### src/rtl/uart_tx_if.sv
// uart_tx_if: byte handshake into uart_tx (master offers data/valid, slave returns ready).
interface uart_tx_if;
  logic [7:0] data;
  logic       valid;
  logic       ready;
  modport master (output data, valid, input ready);
  modport slave (input data, valid, output ready);
endinterface

### src/rtl/uart_tx.sv
// uart_tx: 8N1/8N2 serial transmitter paced by uart_clk rising edges; define UART_TX_FIFO_EN for a FIFO_DEPTH-byte queue instead of a holding register.
module uart_tx #(
  parameter int OVERSAMPLE = 5,
  parameter int STOP_BITS  = 1,
  parameter int FIFO_DEPTH = 4
) (
  input  logic     clk,
  input  logic     reset,
  input  logic     uart_clk,
  uart_tx_if.slave bus,
  output logic     tx,
  output logic     busy
);
  typedef enum logic [1:0] {IDLE, START, DATA, STOP} state_t;
  localparam int CW = $clog2(STOP_BITS * OVERSAMPLE + 1);
  localparam logic [CW-1:0] BIT_END  = CW'(OVERSAMPLE - 1);
  localparam logic [CW-1:0] STOP_END = CW'(STOP_BITS * OVERSAMPLE - 1);
  if (STOP_BITS != 1 && STOP_BITS != 2) begin : g_bad_stop_bits
    $error("uart_tx: STOP_BITS must be 1 or 2");
  end
  if (FIFO_DEPTH < 2 || (FIFO_DEPTH & (FIFO_DEPTH - 1)) != 0) begin : g_bad_fifo_depth
    $error("uart_tx: FIFO_DEPTH must be a power of two");
  end
  state_t        state;
  logic          uart_clk_q;
  logic          tick;
  logic [CW-1:0] cnt;
  logic [2:0]    idx;
  logic [7:0]    shreg;
  logic          accept;
  logic          pop;
  logic          q_nonempty;
  logic [7:0]    q_head;
  assign tick   = uart_clk & ~uart_clk_q;
  assign accept = bus.valid & bus.ready;
  assign pop    = tick & q_nonempty & (state == IDLE | (state == STOP & cnt == STOP_END));
  assign busy   = (state != IDLE) | q_nonempty;
`ifdef UART_TX_FIFO_EN
  localparam int AW = $clog2(FIFO_DEPTH);
  localparam logic [AW:0] FULL = (AW + 1)'(FIFO_DEPTH);
  logic [7:0]    mem [FIFO_DEPTH];
  logic [AW-1:0] wr_ptr;
  logic [AW-1:0] rd_ptr;
  logic [AW:0]   count;
  assign bus.ready  = count != FULL;
  assign q_nonempty = count != '0;
  assign q_head     = mem[rd_ptr];
  always_ff @(posedge clk) begin
    if (reset) begin
      wr_ptr <= '0;
      rd_ptr <= '0;
      count  <= '0;
    end else begin
      if (accept) mem[wr_ptr] <= bus.data;
      wr_ptr <= wr_ptr + {{(AW-1){1'b0}}, accept};
      rd_ptr <= rd_ptr + {{(AW-1){1'b0}}, pop};
      count  <= count + {{AW{1'b0}}, accept} - {{AW{1'b0}}, pop};
    end
  end
`else
  logic       hold_full;
  logic [7:0] hold;
  assign bus.ready  = ~hold_full;
  assign q_nonempty = hold_full;
  assign q_head     = hold;
  // accept needs an empty register and pop a full one, so they never coincide
  always_ff @(posedge clk) begin
    if (reset) begin
      hold_full <= 1'b0;
      hold      <= '0;
    end else begin
      hold_full <= accept | (hold_full & ~pop);
      hold      <= accept ? bus.data : hold;
    end
  end
`endif
  always_ff @(posedge clk) begin
    if (reset) begin
      state      <= IDLE;
      uart_clk_q <= 1'b0;
      cnt        <= '0;
      idx        <= '0;
      shreg      <= '0;
      tx         <= 1'b1;
    end else begin
      uart_clk_q <= uart_clk;
      if (pop) begin
        state <= START;
        shreg <= q_head;
        tx    <= 1'b0;
        cnt   <= '0;
      end else if (tick) begin
        case (state)
          START: begin
            cnt   <= (cnt == BIT_END) ? '0 : cnt + 1'b1;
            state <= (cnt == BIT_END) ? DATA : START;
            tx    <= (cnt == BIT_END) ? shreg[0] : tx;
          end
          DATA: begin
            cnt <= (cnt == BIT_END) ? '0 : cnt + 1'b1;
            if (cnt == BIT_END) begin
              idx   <= idx + 3'd1;
              state <= (idx == 3'd7) ? STOP : DATA;
              tx    <= (idx == 3'd7) ? 1'b1 : shreg[idx + 3'd1];
            end
          end
          STOP: begin
            cnt   <= (cnt == STOP_END) ? '0 : cnt + 1'b1;
            state <= (cnt == STOP_END) ? IDLE : STOP;
          end
          default: state <= IDLE;
        endcase
      end
    end
  end
endmodule

### src/flat_wrapper.sv
// flat-port wrapper written by rule: the top's interface ports become plain ports
module uart_tx_flat 
#(
  parameter int OVERSAMPLE = 5,
  parameter int STOP_BITS  = 1,
  parameter int FIFO_DEPTH = 4
)
  (clk, reset, uart_clk, tx, busy, bus_data, bus_valid, bus_ready);
  uart_tx_if bus_i ();
  input  logic clk;
  input  logic reset;
  input  logic uart_clk;
  output logic tx;
  output logic busy;
  input wire logic [$bits(bus_i.data)-1:0] bus_data;
  input wire logic [$bits(bus_i.valid)-1:0] bus_valid;
  output wire logic [$bits(bus_i.ready)-1:0] bus_ready;
  assign bus_i.data = bus_data;
  assign bus_i.valid = bus_valid;
  assign bus_ready = bus_i.ready;
  uart_tx #(.OVERSAMPLE(OVERSAMPLE), .STOP_BITS(STOP_BITS), .FIFO_DEPTH(FIFO_DEPTH)) u_core (.clk(clk), .reset(reset), .uart_clk(uart_clk), .bus(bus_i), .tx(tx), .busy(busy));
endmodule
### config.mk
export PLATFORM = sky130hd
export DESIGN_NAME = uart_tx_flat
export DESIGN_NICKNAME = d
export VERILOG_FILES = /design/src/rtl/uart_tx_if.sv /design/src/rtl/uart_tx.sv /design/src/flat_wrapper.sv
export SDC_FILE = /design/constraint.sdc
export NUM_CORES = 1
export LEC_CHECK = 0
export CORE_ASPECT_RATIO = 1.75
export CORE_MARGIN = 4
export CORE_UTILIZATION = 45
export DETAILED_ROUTE_END_ITERATION = 10
export GPL_TIMING_DRIVEN = 0
export HOLD_SLACK_MARGIN = 0.15
export PLACE_DENSITY = 0.77
export SYNTH_ARGS = -nofsm -noshare
export SYNTH_HDL_FRONTEND = slang
export SYNTH_SLANG_ARGS = --single-unit
### constraint.sdc
create_clock -name clk -period 1.6 [get_ports clk]
set_input_delay 0.16 -clock clk [delete_from_list [all_inputs] [get_ports clk]]
set_output_delay 0.16 -clock clk [all_outputs]
set_load 0.005 [all_outputs]
### Word-level counts from Yosys, hierarchy flattened

Cells that the tools add are included.
W data, S select, Z words.

* bits in registers: 27
* bits in latches: 0
* bits in writable memories: 0
* bits in read-only memories: 0
* input port bits: 12
* output and inout port bits: 3
* word-level logic and storage cells: 59
* memories kept: 0

* $add $sub $neg: 2
* multipliers: 0
* div/mod/pow operators: 0
* $lt $le $gt $ge: 1
* equality and inequality tests: 8
* shift operators: 0
* multiplexer cells: 16
* bitwise logic cells: 12
* reductions and logical operators: 11

Operator list (count)
* $mux W1: 9
* $reduce_and A4 Y1: 2
* $add A3 B1 Y3 const B: 2
* $and A1 B1 Y1: 6
* $eq A3 B3 Y1 const B: 2
* $mux W2: 3
* $ne A3 B1 Y1 const B: 2
* $pmux W2 S3: 1
* $reduce_and A2 Y1: 3
* $eq A2 B2 Y1 const B: 2
* $lt A3 B4 Y1 const B: 1
* $reduce_bool A2 Y1: 2
* $bmux W1 S3: 1
* $mux W3: 1
* $not A1 Y1: 3
* $or A1 B1 Y1: 3
* $reduce_bool A3 Y1: 1
* $reduce_or A3 Y1: 1
* $eq A2 B1 Y1 const B: 1
* $logic_not A2 Y1: 1
* $ne A2 B1 Y1 const B: 1
* $pmux W1 S2: 1
* $reduce_or A2 Y1: 1

### Longest topological paths before layout

* depth after elaboration: 8
* depth in mapped cells: 7
* depth with buffers taken out: 6

### Worst setup path after synthesis

OpenSTA, ideal clock, no wires.

* kind: register to register
* start point: register u_core.idx[0]
* end point: register u_core.tx
* library setup time: 0.058 ns
* data arrival time: 1.510 ns
* required time: 1.542 ns
* path slack: 0.031 ns
* cell stages (with the launch flop): 7
* period minus slack after synthesis: 1.569 ns
* cell sequence: dfxtp_1 ha_1 buf_6 mux2i_1 mux4_2 nand4b_1 a31o_1

* longest elaborated chain between the ends: 8
* elaborated cells between the ends (all ways): 9
* classes of those cells: add/sub: 1; eq/ne: 1; mux: 7

Ends and longest elaborated chain
* from (decl): RTL line uart_tx.sv:28 `logic [2:0] idx;`
* from (signal assigned): RTL line uart_tx.sv:102 `idx <= idx + 3'd1;`
* $add A3 B1 Y3: RTL line uart_tx.sv:104 `tx <= (idx == 3'd7) ? 1'b1 : shreg[idx + 3'd1];`
* $bmux W1 S3: RTL line uart_tx.sv:104
* $mux W1 (not written as such): RTL line uart_tx.sv:104
* $mux W1 (*): RTL line uart_tx.sv:104
* $mux W1 (*): RTL line uart_tx.sv:101 `if (cnt == BIT_END) begin`
* $pmux W1 S2 (*): RTL line uart_tx.sv:93 `case (state)`
* $mux W1 (*): RTL line uart_tx.sv:92 `end else if (tick) begin`
* $mux W1 (*): RTL line uart_tx.sv:87 `if (pop) begin`
* to (signal assigned): RTL line uart_tx.sv:97 `tx <= (cnt == BIT_END) ? shreg[0] : tx;`
* to (signal assigned): RTL line uart_tx.sv:104
* to (decl): RTL line uart_tx.sv:11 `output logic tx,`

Mark *: on every way between the ends. The rest lies on a longest branch, timed or not. The select of a mux whose other input is x is not followed.
A chain may end at the register's enable or synchronous reset.

### Worst setup path after layout

Same ends and word-level chain as after synthesis.

==> flow_summary.yaml <==
cts:
  numCtsBuffers: 3
  clockRootBuffer: "clkbuf_8"
  cts_tree: "yes"
  hold_buffers: 0
  cts_sinks: 27
  h-tree-depth: 1
  clock_tree.buffer_depth: 2
  path_clk_slew_ps: 90
  clk_latency_ps: 260
final_layout:
  drive_above_1_share_pct: 19.0
  fin_nets: 180
  final_cell_mix: "30 x nor2_1, 22 x mux2i_1, 21 x dfxtp_1, 13 x clkdlybuf4s50_1"
  area_growth_pct: 26.0
  fillers: 227
  diodes: 0
  regArea_um2: 548
  multi_input_area_um2: 751
  final_common_cell: "nor2_1"
  fin_cells: 185
routing:
  wl_per_cell_um: 13.9
  vias_per_cell: 5.49
  postRouteAntennaNets: 0
  wl_mm: 2.58
  drc: 0
  drt_iter0_markers: 25
  first_pass_iters: 4
  vias: 1016
global_route:
  grt.overflow.total: 0
  grt_max_degree: 15
  antenna_found_initial: 0
  grt_pass1_wl_mm: 4.45
  grt_pass1_vias: 1120
  grt.total_usage_pct: 13.9
yosys:
  synth_area_mm2: 0.00128
  yosysSeqAreaShare_pct: 42.2
  yosys.area.top_type_share_pct: 42.2
  ys_warn_count: 0
  synth_top_family_by_area: "multiplexers"
  synth_xor_area_share_pct: 0.684
  ys_types: 30
  mappedNetlistNets: 156
  synth-simple-area-share_pct: 18.0
  synthMuxAreaShare_pct: 18.9
  synth_seq_cells: 27
  synth_top_area_cell: "dfxtp_1"
  syn_area_per_cell_um2: 9.49
  synthTopCellsByArea: "dfxtp_1 42%, mux2i_1 17%, ha_1 8.8%"
  synth_fa_ha_area_share_pct: 8.79
  synth_compound_area_share_pct: 7.23
  netlist_instances: 135
setup_path:
  cp_data_arrival_time_ps: 1800
  crit_slowest_cell: "mux4_2"
  worst-path-max-fanout: 5
  critPathLaunchType: "flop"
  cp_slowest_stage_delay_ps: 480
  crit_required_ps: 1820
  crit_chain: "ha_4 > buf_6 > mux2i_1 > mux4_2 > nand4b_1 > a31o_1"
  r2r_setup_slack_ps: 10
  path_class: "reg2reg"
  end_kind: "flop"
die:
  die-area_mm2: 0.00380
  die_height_um: 78.6
  row_count: 25
  die_w_um: 48.3
  num_io_pins: 15
  coreArea_mm2: 0.00272
  start_util_pct: 47.1
sta:
  worst_slew_pin_slew_ps: 482
  holdWs_ps: 475
  finalMaxSlewViolations: 0
  finalCritPeriodShare_pct: 99.1
  setup_viol: 0
  setup-tns-final_ps: 0
  slew_headroom_pct: 67.9
  fmax_mhz: 631
  finClkSkew_ps: 4.37
  rsz0062_at_grt: "true"
  finalHoldViolations: 0
  period_minus_slack_ps: 1590
placed_design:
  numPortBuffers: 14
  dp_hpwl_mm: 1.92
  placed_cells: 176
  place_congestion: 0.901
min_path:
  holdCritPathClass: "reg2reg"
outcome:
  status: "finished clean"
pwr:
  powerDensity_mw_per_mm2: 768
  p_total_mw: 1.24
  leakage_nw: 0.631
  irDropWorstVdd_uv: 813
job:
  max_cap_viol_count: 0
-- path summary, 6_finish.rpt --
kind                                     from       endpoint  depth (start not counted)
worst min-delay path            u_core.cnt[1]  u_core.cnt[1]                          2
worst max-delay path            u_core.idx[0]      u_core.tx                          6
worst max register to register  u_core.idx[0]      u_core.tx                          6
worst min register to register  u_core.cnt[1]  u_core.cnt[1]                          2
-- layer usage --
metal  part of all wire, %  global-route usage [%]  wire length [µm]  vias up
li1                      -                       -                 -      504
met1                    39                    14.5               997      489
met3                   3.4                    3.04                88        4
met2                    57                    25.1              1460       19
met5                     0                       0                 0        -
met4                   1.3                    7.48                34        0
-- area by class of cell --
type / instances / area share (%)
plain buffers: 5 / 2.17
flip-flops and latches: 27 / 34.0
clock buffers: 4 / 2.79
repair buffers: 19 / 11.2
inverters: 5 / 1.32
multi-input cells: 98 / 46.5
well taps: 27 / 2.09
-- metrics by stage --
step	util, %	cell area (µm²)	setup WS (ps)
2_1_floorplan	-	1280	31.1
3_3_place_gp	53.5	1460	-64.6
3_5_place_dp	53.5	1460	-82.4
4_1_cts	57.2	1560	0.227
5_1_grt	59.3	1610	-54.1
6_report	59.3	1610	14.1
-- power by group --
group	internal, mW	switching (mW)	total (mW)
sequential	0.695	0.0147	0.710
clock	0.178	0.198	0.375
combinational	0.0854	0.0692	0.155
total	0.958	0.281	1.24
-- repair_timing --
action / in CTS / in global routing
endpoints found under the setup margin: 10 / 11
cloned: 0 / 1
buffers inserted: 4 / 0
gates resized for setup: 8 / 17
pin swaps: 1 / 1
-- worst max-delay path, delay by kind of cell, from the launching register on --
family,cells,cell delay (ps)
AOI/OAI and AO/OA,1,130
adders and majority gates,1,230
buffers and inverters,1,130
DFF,1,340
muxes,2,600
and+or+nand+nor,1,100
-- Yosys cell counts --
cell type and n:
inv_1 5, a2111oi_0 1, mux2i_1 22, buf_2 1, nor2_1 30, or3_1 1, ha_1 9, buf_6 2
nand2b_1 2, dfxtp_1 27, nor2b_1 3, clkbuf_1 2, a31o_1 1, nor3_1 1, nor3b_1 1, nand3b_1 2
nor4_1 1, a21o_1 1, a31oi_1 1, xor2_1 1, or2_2 1, o21bai_1 1, nand3_1 2, mux4_2 1
a21oi_1 6, and2_1 1, o21ai_0 3, nand2_1 4, nand4b_1 1, a2bb2oi_1 1
-- logic make-up after synthesis --
family	after synthesis
simple gates	50
xor+xnor	1
mux	23
buf+inv	10
flops	27
compound gates	15
fa+ha+maj	9
-- registers in the layout, summed over array words and instances (netlist names) --
| signal | count |
|---|---|
| u_core.uart_clk_q | 1 |
| u_core.tx | 1 |
| u_core.hold | 8 |
| u_core.idx | 3 |
| u_core.cnt | 3 |
| u_core.hold_full | 1 |
| u_core.state | 2 |
| u_core.shreg | 8 |
No activity file was read; power rests on OpenSTA's default activity.
